[src/rtl/one_to_two_router_pkg.sv]
// ============================================================================
// Package : router_pkg
// Brief   : Shared widths and types for the one-to-two stream router.
// Rev     : 1.0 - initial release
// ============================================================================
`default_nettype none

package router_pkg;

    localparam int ROUTER_WIDTH = 16;
    localparam int ROUTER_DEPTH = 2;

    typedef enum logic {
        CH0 = 1'b0,
        CH1 = 1'b1
    } route_sel_t;

    typedef logic [ROUTER_WIDTH-1:0] router_word_t;

endpackage

`default_nettype wire

[src/rtl/one_to_two_router_fifo.sv]
// ============================================================================
// Module : route_fifo
// Brief  : Small synchronous FIFO for one router output channel; head is 0 when empty.
// Rev    : 1.0 - initial release
// ============================================================================
`default_nettype none

module route_fifo #(
    parameter int WIDTH = 16,
    parameter int DEPTH = 2
) (
    input  logic                       clk,
    input  logic                       rst,
    input  logic                       push,
    input  logic [WIDTH-1:0]           push_data,
    input  logic                       pop,
    output logic                       full,
    output logic                       empty,
    output logic [$clog2(DEPTH):0]     occ,
    output logic [WIDTH-1:0]           head
);

    localparam int PTR_W = $clog2(DEPTH);
    localparam int OCC_W = PTR_W + 1;

    logic [WIDTH-1:0] storage [DEPTH];
    logic [PTR_W-1:0] wr_ptr;
    logic [PTR_W-1:0] rd_ptr;
    logic             push_ok;
    logic             pop_ok;

    assign full    = (occ == OCC_W'(DEPTH));
    assign empty   = (occ == '0);
    assign push_ok = push & ~full;
    assign pop_ok  = pop & ~empty;
    assign head    = storage[rd_ptr];

    // Popped slots are zeroed so the head reads 0 whenever the FIFO is empty.
    // A push and a pop never target the same slot: that needs occ==0 or occ==DEPTH.
    always_ff @(posedge clk) begin
        if (rst) begin
            wr_ptr <= '0;
            rd_ptr <= '0;
            occ    <= '0;
            for (int i = 0; i < DEPTH; i++) begin
                storage[i] <= '0;
            end
        end else begin
            if (pop_ok) begin
                storage[rd_ptr] <= '0;
                rd_ptr          <= rd_ptr + 1'b1;
            end
            if (push_ok) begin
                storage[wr_ptr] <= push_data;
                wr_ptr          <= wr_ptr + 1'b1;
            end
            case ({push_ok, pop_ok})
                2'b10:   occ <= occ + 1'b1;
                2'b01:   occ <= occ - 1'b1;
                default: occ <= occ;
            endcase
        end
    end

endmodule

`default_nettype wire

[src/rtl/one_to_two_router.sv]
// ============================================================================
// Module : one_to_two_router
// Brief  : Steers one valid/ready stream into two independently buffered channels.
// Rev    : 1.0 - initial release
// ============================================================================
`default_nettype none

module one_to_two_router
    import router_pkg::*;
#(
    parameter int WIDTH = ROUTER_WIDTH,
    parameter int DEPTH = ROUTER_DEPTH
) (
    input  logic                       clk,
    input  logic                       rst,
    input  logic                       in_valid,
    output logic                       in_ready,
    input  logic [WIDTH-1:0]           in_data,
    input  logic                       in_sel,
    output logic                       out0_valid,
    input  logic                       out0_ready,
    output logic [WIDTH-1:0]           out0_data,
    output logic                       out1_valid,
    input  logic                       out1_ready,
    output logic [WIDTH-1:0]           out1_data,
    output logic [$clog2(DEPTH):0]     occ0,
    output logic [$clog2(DEPTH):0]     occ1
);

    route_sel_t sel;
    logic       full0;
    logic       full1;
    logic       empty0;
    logic       empty1;
    logic       accept;
    logic       push0;
    logic       push1;

    assign sel = route_sel_t'(in_sel);

    // Ready depends only on the selected FIFO's registered fullness, never on a same-cycle pop.
    assign in_ready = (sel == CH1) ? ~full1 : ~full0;
    assign accept   = in_valid & in_ready;
    assign push0    = accept & (sel == CH0);
    assign push1    = accept & (sel == CH1);

    assign out0_valid = ~empty0;
    assign out1_valid = ~empty1;

    route_fifo #(
        .WIDTH (WIDTH),
        .DEPTH (DEPTH)
    ) u_fifo_ch0 (
        .clk       (clk),
        .rst       (rst),
        .push      (push0),
        .push_data (in_data),
        .pop       (out0_ready),
        .full      (full0),
        .empty     (empty0),
        .occ       (occ0),
        .head      (out0_data)
    );

    route_fifo #(
        .WIDTH (WIDTH),
        .DEPTH (DEPTH)
    ) u_fifo_ch1 (
        .clk       (clk),
        .rst       (rst),
        .push      (push1),
        .push_data (in_data),
        .pop       (out1_ready),
        .full      (full1),
        .empty     (empty1),
        .occ       (occ1),
        .head      (out1_data)
    );

endmodule

`default_nettype wire
[config.mk]
export PLATFORM = sky130hd
export DESIGN_NAME = one_to_two_router
export DESIGN_NICKNAME = d
export VERILOG_FILES = /design/src/rtl/one_to_two_router_pkg.sv /design/src/rtl/one_to_two_router_fifo.sv /design/src/rtl/one_to_two_router.sv
export SDC_FILE = /design/constraint.sdc
export NUM_CORES = 1
export LEC_CHECK = 0
export BUFFER_PORTS_ARGS = -buffer_cell sky130_fd_sc_hd__buf_2
export CORE_MARGIN = 2
export CORE_UTILIZATION = 59
export DETAILED_ROUTE_END_ITERATION = 16
export GPL_TIMING_DRIVEN = 1
export PLACE_DENSITY = 0.89
export SLEW_MARGIN = 20
export SYNTH_ARGS = -nofsm -noshare
export SYNTH_HDL_FRONTEND = slang
export SYNTH_SLANG_ARGS = --single-unit
[constraint.sdc]
create_clock -name clk -period 4.24 [get_ports clk]
set_input_delay 0.424 -clock clk [delete_from_list [all_inputs] [get_ports clk]]
set_output_delay 0.424 -clock clk [all_outputs]
set_load 0.05 [all_outputs]
Yosys cells after proc, flatten, opt, wreduce, memory -nomap -nowiden --
Memory sizes are Yosys's and may differ from the RTL's. A register that Yosys moved wholly into a read port is not among the register bits. Cells that the tools add are included.
Operators by class: $add $sub $neg 8, equal/unequal tests 6, muxes and demuxes 33, bitwise logic cells 12, reduce and logical (&&, ||, !) cells 8
Operators with widths (count):
- $mux 16 | 4
- $reduce_or 16->1 | 4
- $mux 1 | 27
- $eq 2x2->1 const B | 4
- $pmux 2 s2 | 2
- $and 1x1->1 | 7
- $not 1->1 | 5
- $add 1x1->1 const B | 4
- $add 2x1->2 const B | 2
- $eq 2x1->1 const B | 2
- $logic_not 2->1 | 2
- $reduce_bool 2->1 | 2
- $sub 2x1->2 const B | 2
Storage, ports and cells: flip-flop bits (word level) 8, bits in writable memories 64, input port bits 22, output and inout bits 39, memories kept 2
Memory list:
- u_fifo_ch0.storage | words 2, bits a word 16, read ports 1, clocked after memory_dff 1, write ports 2, line one_to_two_router_fifo.sv:26 | logic [WIDTH-1:0] storage [DEPTH];
- u_fifo_ch1.storage | words 2, bits a word 16, read ports 1, clocked after memory_dff 1, write ports 2, line one_to_two_router_fifo.sv:26

Longest topological paths before layout --
Gate-level depths: netlist (run 1).
depth in word-level cells 11, depth in mapped cells 6, mapped depth without buffers 6

Cells and area by module --
Synthesis (run 1) repeated with hierarchy kept, for this count alone.
Unflattened totals: cell total of the unflattened synthesis 233, area total of the unflattened synthesis 3409.5 um2
By module, submodules not included:
- route_fifo | times used 2, cells an instance 114, area an instance 1685.4 um2, sequential area each 1061.0 um2
- one_to_two_router | times used 1, cells an instance 5, area an instance 38.8 um2, sequential area each 0.0 um2

Least setup slack after synthesis (run 1) --
OpenSTA, ideal clock, no wires.
kind flip-flop to flip-flop, from register u_fifo_ch0.occ[0], to memory u_fifo_ch0.storage[0][0] (enable), arrival time 2.086 ns, required time 3.849 ns, slack 1.763 ns, cell stages (with the launch flop) 4, buffers on the path 0, path through dfxtp_1 > nor2b_2 > or3b_1 > o21ai_1
RTL lines:
- start: declaration | line one_to_two_router_fifo.sv:19 | output logic [$clog2(DEPTH):0] occ,
- start signal: assignment | line one_to_two_router_fifo.sv:58 | 2'b10: occ <= occ + 1'b1;
- start signal: assignment | line one_to_two_router_fifo.sv:59 | 2'b01: occ <= occ - 1'b1;
- end: declaration | line one_to_two_router_fifo.sv:26

==> results of run 1 <==
area by class of cell:
| cell class | instances | share of cell area, % |
|---|---|---|
| Timing Repair Buffer | 60 | 7.747 |
| Inverter | 2 | 0.1937 |
| Clock inverter | 6 | 2.098 |
| Tap cell | 72 | 2.324 |
| Clock buffer | 10 | 3.292 |
| Sequential cell | 74 | 54.75 |
| Multi-Input combinational cell | 141 | 29.60 |
power by group:
group	leakage, nW	switching, mW	internal (mW)	total [mW]
Combinational	0.743	0.691	0.284	0.975
Sequential	0.757	0.102	0.929	1.03
Clock	0.104	0.251	0.327	0.578
Total	1.60	1.04	1.54	2.58
through the flow:
stage	power, mW	instance area (um2)	std cells
4_1_cts	2.600	3876	365
6_report	2.585	3876	365
5_1_grt	2.686	3876	365
3_3_place_gp	1.999	3667	349
3_5_place_dp	2.027	3667	349
2_1_floorplan	1.812	3319	226
logic make-up (layout without fill, tap and decap cells):
| kind of cell | Yosys count | in the layout | share of synthesized area, % |
|---|---|---|---|
| buffers and inverters | 11 | 78 | 1.734 |
| and+or+nand+nor | 86 | 86 | 18.21 |
| xor gates and xnor gates | 6 | 6 | 1.583 |
| adders and majority gates | 2 | 2 | 0.7537 |
| DFF | 74 | 74 | 63.93 |
| AOI/OAI and AO/OA | 14 | 14 | 2.638 |
| muxes | 33 | 33 | 11.16 |
cell usage after synthesis, types with 2 or more instances:
cell,n
o21a_1,2
dfxtp_1,10
o21ai_1,2
nor2b_1,2
a21o_1,2
ha_1,2
edfxtp_1,64
xnor2_1,4
nor4_4,2
mux2_2,32
clkbuf_1,3
nor2_1,6
or2_2,2
xor2_1,2
buf_2,4
and2_1,64
o21ai_0,2
or3_1,2
nor2b_2,2
inv_1,2
a21oi_1,4
a211o_1,2
flip-flops by register name, indices dropped and copies added, names as in the netlist, named ones only:
| signal | flops |
|---|---|
| u_fifo_ch0.occ | 2 |
| u_fifo_ch0.rd_ptr | 1 |
| u_fifo_ch0.storage | 32 |
| u_fifo_ch0.wr_ptr | 1 |
| u_fifo_ch1.occ | 2 |
| u_fifo_ch1.rd_ptr | 1 |
| u_fifo_ch1.storage | 32 |
| u_fifo_ch1.wr_ptr | 1 |
per-layer routing:
metal	track usage, %	up-vias	part of all wire [%]
met3	4.318	10	4.1
met2	35.25	54	50
met5	0	-	0
met1	28.45	955	44
li1	-	928	-
met4	9.310	0	1.5
worst paths after layout:
kind | depth (start not counted) | endpoint | startpoint
worst max-delay path | 3 | u_fifo_ch1.storage[1][10]$_SDFFCE_PN0P_ | u_fifo_ch1.occ[0]$_SDFFE_PP0P_
worst min-delay path | 2 | u_fifo_ch0.storage[1][8]$_SDFFCE_PN0P_ | in_data[8]
worst max register to register | 3 | u_fifo_ch1.storage[1][10]$_SDFFCE_PN0P_ | u_fifo_ch1.occ[0]$_SDFFE_PP0P_
worst min register to register | 2 | u_fifo_ch0.occ[1]$_SDFFE_PP0P_ | u_fifo_ch0.occ[1]$_SDFFE_PP0P_
placed cells by master (no fill, tap or decap), drive strengths merged, types with 2 or more instances in the layout:
master / synthesis / final
a211o: 2 / 2
buf: 6 / 60
and2: 64 / 64
or2: 3 / 3
xnor2: 4 / 4
clkbuf: 3 / 10
nor4: 2 / 2
or3: 2 / 2
edfxtp: 64 / 64
nor2: 6 / 6
clkinv: 0 / 3
bufinv: 0 / 2
ha: 2 / 2
nor2b: 4 / 4
a21oi: 4 / 4
a21o: 2 / 2
o21ai: 4 / 4
o21a: 2 / 2
inv: 2 / 2
mux2: 32 / 32
xor2: 2 / 2
dfxtp: 10 / 10
==> impl_metrics.py, run 1 <==
metrics = {
    "cts": {
        "cts_root_buf": "clkbuf_8",
        "holdBufCountCts": 0,
        "clk_path_buf_depth": 2,
        "cts_resized": 0,
        "clock_sinks": 74,
        "cts_max_level": 3,
        "cts-buffers-inserted": 9,
        "clock_latency_ns": 0.34,
        "cts_tree": "yes",
        "path_clk_slew_ns": 0.08,
        "post_cts_buffers": 0,
    },
    "critical_path": {
        "worstSetupEndpointType": "flop",
        "crit_family": "simple AND/OR/NAND/NOR gates",
        "crit_type": "reg2reg",
        "critical_path_buf_inv_count": 0,
        "cpPeakStageDelay_ns": 0.75,
        "path_max_fanout": 17,
        "cp.required_ns": 4.21,
        "r2r_slack_ns": 1.88,
        "path_cells": "nor2b_2, nor4bb_4, a211o_1",
        "startpoint_type": "flop",
        "cp_slowest_cell": "nor4bb_4",
        "crit_arrival_ns": 2.33,
    },
    "cells_and_area": {
        "regArea_mm2": 0.002122,
        "area_growth_pct": 16.77,
        "nNetsFinal": 312,
        "fin_util_pct": 70.83,
        "multi_input_area_mm2": 0.001147,
        "fillers": 373,
        "drive_gt1_share_pct": 40.27,
        "antenna_cells": 0,
    },
    "floorplan": {
        "ioPinCount": 61,
        "initial_core_util_pct": 60.65,
        "die-area_mm2": 0.006242,
        "core_mm2": 0.005473,
        "die_w_um": 79.01,
        "fp.dieH_um": 79.01,
        "rows": 27,
    },
    "sta": {
        "max_slew_margin_pct": 36.55,
        "hold_violations": 0,
        "layout_worst_path_cycle_share_pct": 55.65,
        "finalSetupTns_ns": 0,
        "period_needed_ns": 2.360,
        "setup_viol": 0,
        "slew_viol_final": 0,
        "grt_setup_unrepaired": "false",
        "clock.fmax_ghz": 0.4238,
        "whs_ns": 0.3971,
        "worst_pin_slew_ns": 0.9516,
        "finalClockSkew_ns": 0.005712,
        "worst_slack_ns": 1.880,
    },
    "global_route": {
        "grtUsageTotal_pct": 21.65,
        "grt_pass1_wl_mm": 9.894,
        "grt-ovfl-total": 0,
        "grt_max_degree": 18,
        "grt_pass1_vias": 1912,
        "antenna_found_initial": 0,
    },
    "routing": {
        "drtAntennaViolNets": 0,
        "firstDrtPassIters": 4,
        "totalWireLength_mm": 6.145,
        "routedWlPerCell_um": 16.84,
        "post_drt_via_cell_ratio": 5.334,
        "vias": 1947,
        "drc": 0,
        "drtIter0Drc": 126,
    },
    "yosys": {
        "yosysTopAreaCell": "edfxtp_1",
        "syn-num-nets": 250,
        "synthTopCellsByArea": "edfxtp_1 (58%), and2_1 (12%), mux2_2 (11%), dfxtp_1 (6.0%), nor4_4 (1.3%)",
        "ys_warn_count": 0,
        "syn_area_per_cell_um2": 14.69,
        "ys_types": 31,
        "ys_seq_area_share_pct": 63.93,
        "netlist.area_leader.share_pct": 57.90,
        "synthFlopType": "edfxtp_1",
        "ys_seq_elements": 74,
        "async_reset_ff_share_pct": 0,
        "synth-edff-count": 64,
        "syn-instance-count": 226,
        "synth_area_mm2": 0.003319,
    },
    "power": {
        "vdd_drop_max_uv": 456.6,
        "pwr_density_cell_mw_per_mm2": 666.8,
        "power_leakage_nw": 1.604,
    },
    "run": {
        "cap_viol_max_count": 0,
    },
    "placed_design": {
        "pre_cts_ws_ns": 1.611,
        "detailed_place_hpwl_mm": 4.010,
        "portBuffers": 60,
        "place.gp.congestion": 0.7797,
    },
    "outcome": {
        "status": "complete, no violations",
    },
    "worst_hold_path": {
        "hp-class": "in2reg",
    },
}
Note: power is estimated with default switching activity, not from simulation.
==> run 2: changes to the inputs <==
--- a/config.mk
+++ b/config.mk
@@ -7,10 +7,10 @@
 export LEC_CHECK = 0
 export BUFFER_PORTS_ARGS = -buffer_cell sky130_fd_sc_hd__buf_2
 export CORE_MARGIN = 2
-export CORE_UTILIZATION = 59
+export CORE_UTILIZATION = 50
 export DETAILED_ROUTE_END_ITERATION = 16
 export GPL_TIMING_DRIVEN = 1
-export PLACE_DENSITY = 0.89
+export PLACE_DENSITY = 0.81
 export SLEW_MARGIN = 20
 export SYNTH_ARGS = -nofsm -noshare
 export SYNTH_HDL_FRONTEND = slang
==> constraint.sdc (replaced) <==
create_clock -name clk -period 2.1 [get_ports clk]
set_input_delay 0.21 -clock clk [delete_from_list [all_inputs] [get_ports clk]]
set_output_delay 0.21 -clock clk [all_outputs]
set_load 0.05 [all_outputs]
==> impl_metrics.py, run 2 (synthesis results as in run 1) <==
metrics = {
    "cts": {
        "cts-buffers-inserted": 9,
        "holdBufCountCts": 0,
        "cts_max_level": 3,
        "post_cts_buffers": 0,
        "cts_root_buf": "clkbuf_8",
        "cts_resized": 0,
        "path_clk_slew_ns": 0.08,
        "clk_path_buf_depth": 2,
        "cts_tree": "yes",
        "clock_sinks": 74,
        "clock_latency_ns": 0.34,
    },
    "global_route": {
        "grt_pass1_vias": 2026,
        "grt-ovfl-total": 0,
        "antenna_found_initial": 0,
        "grtUsageTotal_pct": 18.37,
        "grt_pass1_wl_mm": 10.01,
        "grt_max_degree": 18,
    },
    "sta": {
        "finalSetupTns_ns": 0,
        "grt_setup_unrepaired": "false",
        "layout_worst_path_cycle_share_pct": 91.93,
        "worst_pin_slew_ns": 0.3355,
        "hold_violations": 0,
        "slew_viol_final": 0,
        "whs_ns": 0.1767,
        "finalClockSkew_ns": 0.01161,
        "setup_viol": 0,
        "worst_slack_ns": 0.1694,
        "period_needed_ns": 1.931,
        "max_slew_margin_pct": 77.60,
        "clock.fmax_ghz": 0.5180,
    },
    "critical_path": {
        "critical_path_buf_inv_count": 0,
        "cp.required_ns": 2.37,
        "cpPeakStageDelay_ns": 0.43,
        "crit_type": "reg2reg",
        "r2r_slack_ns": 0.17,
        "worstSetupEndpointType": "flop",
        "path_cells": "nor2b_2, or3b_1, ha_1, or3_1, a21oi_1",
        "crit_family": "simple AND/OR/NAND/NOR gates",
        "path_max_fanout": 6,
        "cp_slowest_cell": "or3b_1",
        "crit_arrival_ns": 2.20,
        "startpoint_type": "flop",
    },
    "placed_design": {
        "pre_cts_ws_ns": 0.1830,
        "place_area_mm2": 0.003779,
        "portBuffers": 60,
        "place.gp.congestion": 0.7037,
        "detailed_place_hpwl_mm": 4.199,
    },
    "routing": {
        "routedWlPerCell_um": 16.35,
        "firstDrtPassIters": 4,
        "post_drt_via_cell_ratio": 5.113,
        "drtAntennaViolNets": 0,
        "totalWireLength_mm": 6.245,
        "drc": 0,
        "vias": 1953,
        "drtIter0Drc": 121,
    },
    "floorplan": {
        "core_mm2": 0.006386,
        "fp.dieH_um": 85.48,
        "rows": 29,
        "die-area_mm2": 0.007307,
        "initial_core_util_pct": 51.98,
        "ioPinCount": 61,
        "die_w_um": 85.48,
    },
    "power": {
        "power_leakage_nw": 1.680,
        "vdd_drop_max_uv": 832.6,
        "pwr_density_cell_mw_per_mm2": 1349,
    },
    "cells_and_area": {
        "fin_util_pct": 62.83,
        "top_regs": "u_fifo_ch0.storage x32, u_fifo_ch1.storage x32",
        "stdcell_area_mm2": 0.004013,
        "nNetsFinal": 324,
        "antenna_cells": 0,
        "drive_gt1_share_pct": 42.95,
        "area_growth_pct": 20.88,
        "layout_common_cells": "and2_1 (64), edfxtp_1 (64), buf_2 (60)",
    },
    "worst_hold_path": {
        "hp-class": "in2reg",
    },
    "outcome": {
        "status": "complete, no violations",
    },
    "run": {
        "cap_viol_max_count": 0,
    },
}
[run 2: cell types whose count changed in the layout (fill, tap and decap cells not counted)]
cell | previous run | this run
buf_12 | 0 | 1
buf_4 | 0 | 11
bufinv_16 | 2 | 3
clkbuf_1 | 1 | 2
clkinv_2 | 2 | 0
clkinv_4 | 0 | 1
clkinvlp_4 | 1 | 0
dfxtp_1 | 10 | 8
dfxtp_2 | 0 | 2
[run 2: layout make-up]
| cell class | count | area [um2] |
|---|---|---|
| well taps | 77 | 96.34 |
| clock buffers | 11 | 131.4 |
| repair buffers | 72 | 402.9 |
| flip-flops and latches | 74 | 2125 |
| inverters | 2 | 7.507 |
| multi-input cells | 141 | 1147 |
| fillers | 496 | 2374 |
| clock inverters | 5 | 102.6 |
[run 2: final timing paths]
kind / start / to / cells after the start
worst max-delay path: u_fifo_ch0.occ[1]$_SDFFE_PP0P_ / u_fifo_ch0.occ[1]$_SDFFE_PP0P_ / 5
worst min-delay path: in_data[9] / u_fifo_ch1.storage[1][9]$_SDFFCE_PN0P_ / 2
worst max register to register: u_fifo_ch0.occ[1]$_SDFFE_PP0P_ / u_fifo_ch0.occ[1]$_SDFFE_PP0P_ / 5
worst min register to register: u_fifo_ch0.occ[1]$_SDFFE_PP0P_ / u_fifo_ch0.occ[1]$_SDFFE_PP0P_ / 2
[run 2: per-layer routing]
metal | track usage (%) | share of wire (%) | vias to the layer above
met1 | 22.46 | 43 | 952
met5 | 0 | 0 | -
met2 | 30.68 | 51 | 43
met4 | 9.091 | 1.6 | 0
li1 | - | - | 951
met3 | 4.183 | 4.7 | 7
[run 2: report_power, final]
group / switching (mW) / internal (mW)
registers: 0.127 / 1.87
logic: 1.49 / 0.636
clock network: 0.497 / 0.789
total: 2.11 / 3.30
[run 2: through the flow]
| stage | cells | power [mW] |
|---|---|---|
| 6_report | 382 | 5.411 |
| 5_1_grt | 382 | 5.631 |
| 4_1_cts | 382 | 5.454 |
| 3_5_place_dp | 366 | 4.176 |
| 3_3_place_gp | 366 | 4.135 |
| 2_1_floorplan | 226 | 3.666 |
[run 2: worst reg2reg max path: stages (launching register included)]
cell and delay [ns]:
dfxtp_1 0.35, nor2b_2 0.21, or3b_1 0.43, ha_1 0.34
or3_1 0.39, a21oi_1 0.14
==> run 3: changes to the inputs <==
--- a/config.mk
+++ b/config.mk
@@ -6,8 +6,11 @@
 export NUM_CORES = 1
 export LEC_CHECK = 0
 export BUFFER_PORTS_ARGS = -buffer_cell sky130_fd_sc_hd__buf_2
+export CAP_MARGIN = 20
+export CELL_PAD_IN_SITES_DETAIL_PLACEMENT = 1
+export CELL_PAD_IN_SITES_GLOBAL_PLACEMENT = 2
 export CORE_MARGIN = 2
-export CORE_UTILIZATION = 50
+export CORE_UTILIZATION = 35
 export DETAILED_ROUTE_END_ITERATION = 16
 export GPL_TIMING_DRIVEN = 1
 export PLACE_DENSITY = 0.81
==> impl_metrics.py, run 3 (synthesis results as in run 1) <==
metrics = {
    "cells_and_area": {
        "drive_gt1_share_pct": 43.05,
        "top_regs": "u_fifo_ch0.storage x32, u_fifo_ch1.storage x32",
        "nNetsFinal": 322,
        "fin_util_pct": 43.28,
        "stdcell_area_mm2": 0.003999,
        "layout_common_cells": "and2_1 (64), edfxtp_1 (64), buf_2 (60)",
        "area_growth_pct": 20.47,
        "antenna_cells": 0,
    },
    "critical_path": {
        "rr_worst_depth": 5,
        "r2r_slack_ns": 0.21,
        "path_max_fanout": 6,
        "crit_arrival_ns": 2.17,
        "cp_slowest_cell": "or3b_1",
        "crit_family": "simple AND/OR/NAND/NOR gates",
        "setup.worst_path.end": "u_fifo_ch0.occ[1]$_SDFFE_PP0P_",
        "crit_type": "reg2reg",
        "critical_path_buf_inv_count": 0,
        "startpoint_type": "flop",
        "cpPeakStageDelay_ns": 0.42,
        "worstReg2RegEnd": "u_fifo_ch0.occ[1]$_SDFFE_PP0P_",
        "crit_path_start": "u_fifo_ch0.occ[1]$_SDFFE_PP0P_",
        "r2r-start": "u_fifo_ch0.occ[1]$_SDFFE_PP0P_",
        "path_depth": 5,
        "path_cells": "nor2b_2, or3b_1, ha_1, or3_1, a21oi_1",
        "cp.required_ns": 2.38,
        "worstSetupEndpointType": "flop",
    },
    "routing": {
        "totalWireLength_mm": 6.902,
        "firstDrtPassIters": 4,
        "drtAntennaViolNets": 0,
        "post_drt_via_cell_ratio": 4.652,
        "drc": 0,
        "drtIter0Drc": 51,
        "vias": 2005,
        "routedWlPerCell_um": 16.01,
    },
    "cts": {
        "post_cts_buffers": 0,
        "cts_root_buf": "clkbuf_8",
        "cts_resized": 0,
        "holdBufCountCts": 0,
        "cts-buffers-inserted": 9,
        "clk_path_buf_depth": 2,
        "clock_latency_ns": 0.34,
        "cts_max_level": 3,
        "cts_tree": "yes",
        "clock_sinks": 74,
        "path_clk_slew_ns": 0.08,
    },
    "global_route": {
        "grt_pass1_wl_mm": 11.08,
        "grt-ovfl-total": 0,
        "grtUsageTotal_pct": 14.65,
        "grt_pass1_vias": 2162,
        "grt_max_degree": 18,
        "antenna_found_initial": 0,
    },
    "sta": {
        "grt_setup_unrepaired": "false",
        "slew_viol_final": 0,
        "finalSetupTns_ns": 0,
        "worst_slack_ns": 0.2079,
        "period_needed_ns": 1.892,
        "layout_worst_path_cycle_share_pct": 90.10,
        "finalClockSkew_ns": 0.01087,
        "setup_viol": 0,
        "max_slew_margin_pct": 41.51,
        "worst_pin_slew_ns": 0.8708,
        "clock.fmax_ghz": 0.5285,
        "hold_violations": 0,
        "whs_ns": 0.1850,
    },
    "floorplan": {
        "rows": 35,
        "die_w_um": 101.4,
        "ioPinCount": 61,
        "fp.dieH_um": 101.4,
        "die-area_mm2": 0.01028,
        "initial_core_util_pct": 35.92,
        "core_mm2": 0.009240,
    },
    "run": {
        "cap_viol_max_count": 0,
    },
    "power": {
        "p_seq_share_pct": 38.3,
        "vdd_drop_max_uv": 634.3,
        "power.switching_mw": 2.155,
        "power_frac_clock_pct": 20.5,
        "power_leakage_nw": 1.640,
        "pwr_density_cell_mw_per_mm2": 1296,
        "p_sw_share_pct": 41.59,
        "power_frac_comb_pct": 41.2,
        "p_int_mw": 3.026,
    },
    "placed_design": {
        "place.gp.congestion": 0.6812,
        "detailed_place_hpwl_mm": 4.662,
        "place_area_mm2": 0.003816,
        "portBuffers": 60,
        "pre_cts_ws_ns": 0.2180,
    },
    "worst_hold_path": {
        "hp-class": "in2reg",
        "min_delay_path_depth": 2,
    },
    "outcome": {
        "status": "complete, no violations",
    },
}
run 3: final cells by class:
| cell class | instances | area [um2] |
|---|---|---|
| Sequential cell | 74 | 2125 |
| Inverter | 2 | 7.507 |
| Tap cell | 129 | 161.4 |
| Fill cell | 974 | 5241 |
| Clock inverter | 6 | 58.81 |
| Multi-Input combinational cell | 141 | 1147 |
| Clock buffer | 9 | 123.9 |
| Timing Repair Buffer | 70 | 375.4 |
run 3: power groups by stage:
| stage | clock network [mW] | registers, mW | logic (mW) |
|---|---|---|---|
| after floorplan | 0 | 2.07 | 1.59 |
| after global placement | 0 | 2.00 | 2.14 |
| after detailed placement | 0 | 2.02 | 2.16 |
| after CTS | 1.09 | 1.99 | 2.17 |
| after global routing | 1.14 | 2.02 | 2.27 |
| final | 1.06 | 1.98 | 2.13 |
run 3: worst min-delay path by stage:
stage,from,endpoint,slack [ns]
floorplan,in_data[0],u_fifo_ch0.storage[0][0]$_SDFFCE_PN0P_,0.41
global placement,u_fifo_ch0.occ[1]$_SDFFE_PP0P_,u_fifo_ch0.occ[1]$_SDFFE_PP0P_,0.51
detailed placement,u_fifo_ch0.occ[1]$_SDFFE_PP0P_,u_fifo_ch0.occ[1]$_SDFFE_PP0P_,0.53
CTS,in_data[11],u_fifo_ch1.storage[1][11]$_SDFFCE_PN0P_,0.17
global route,in_data[2],u_fifo_ch0.storage[0][2]$_SDFFCE_PN0P_,0.18
finish,in_data[9],u_fifo_ch0.storage[0][9]$_SDFFCE_PN0P_,0.19
run 3: stage by stage:
stage	power (mW)	cells
2_1_floorplan	3.666	226
3_3_place_gp	4.142	416
3_5_place_dp	4.182	416
4_1_cts	5.244	431
5_1_grt	5.426	431
6_report	5.181	431
run 3: routing by layer:
layer | share of wire, % | up-vias | track usage [%] | wire, um
met5 | 0 | - | 0 | 0
li1 | - | 944 | - | -
met4 | 1.5 | 0 | 5.094 | 105
met2 | 52 | 41 | 25.88 | 3612
met1 | 42 | 1010 | 17.14 | 2932
met3 | 3.7 | 10 | 4.003 | 252
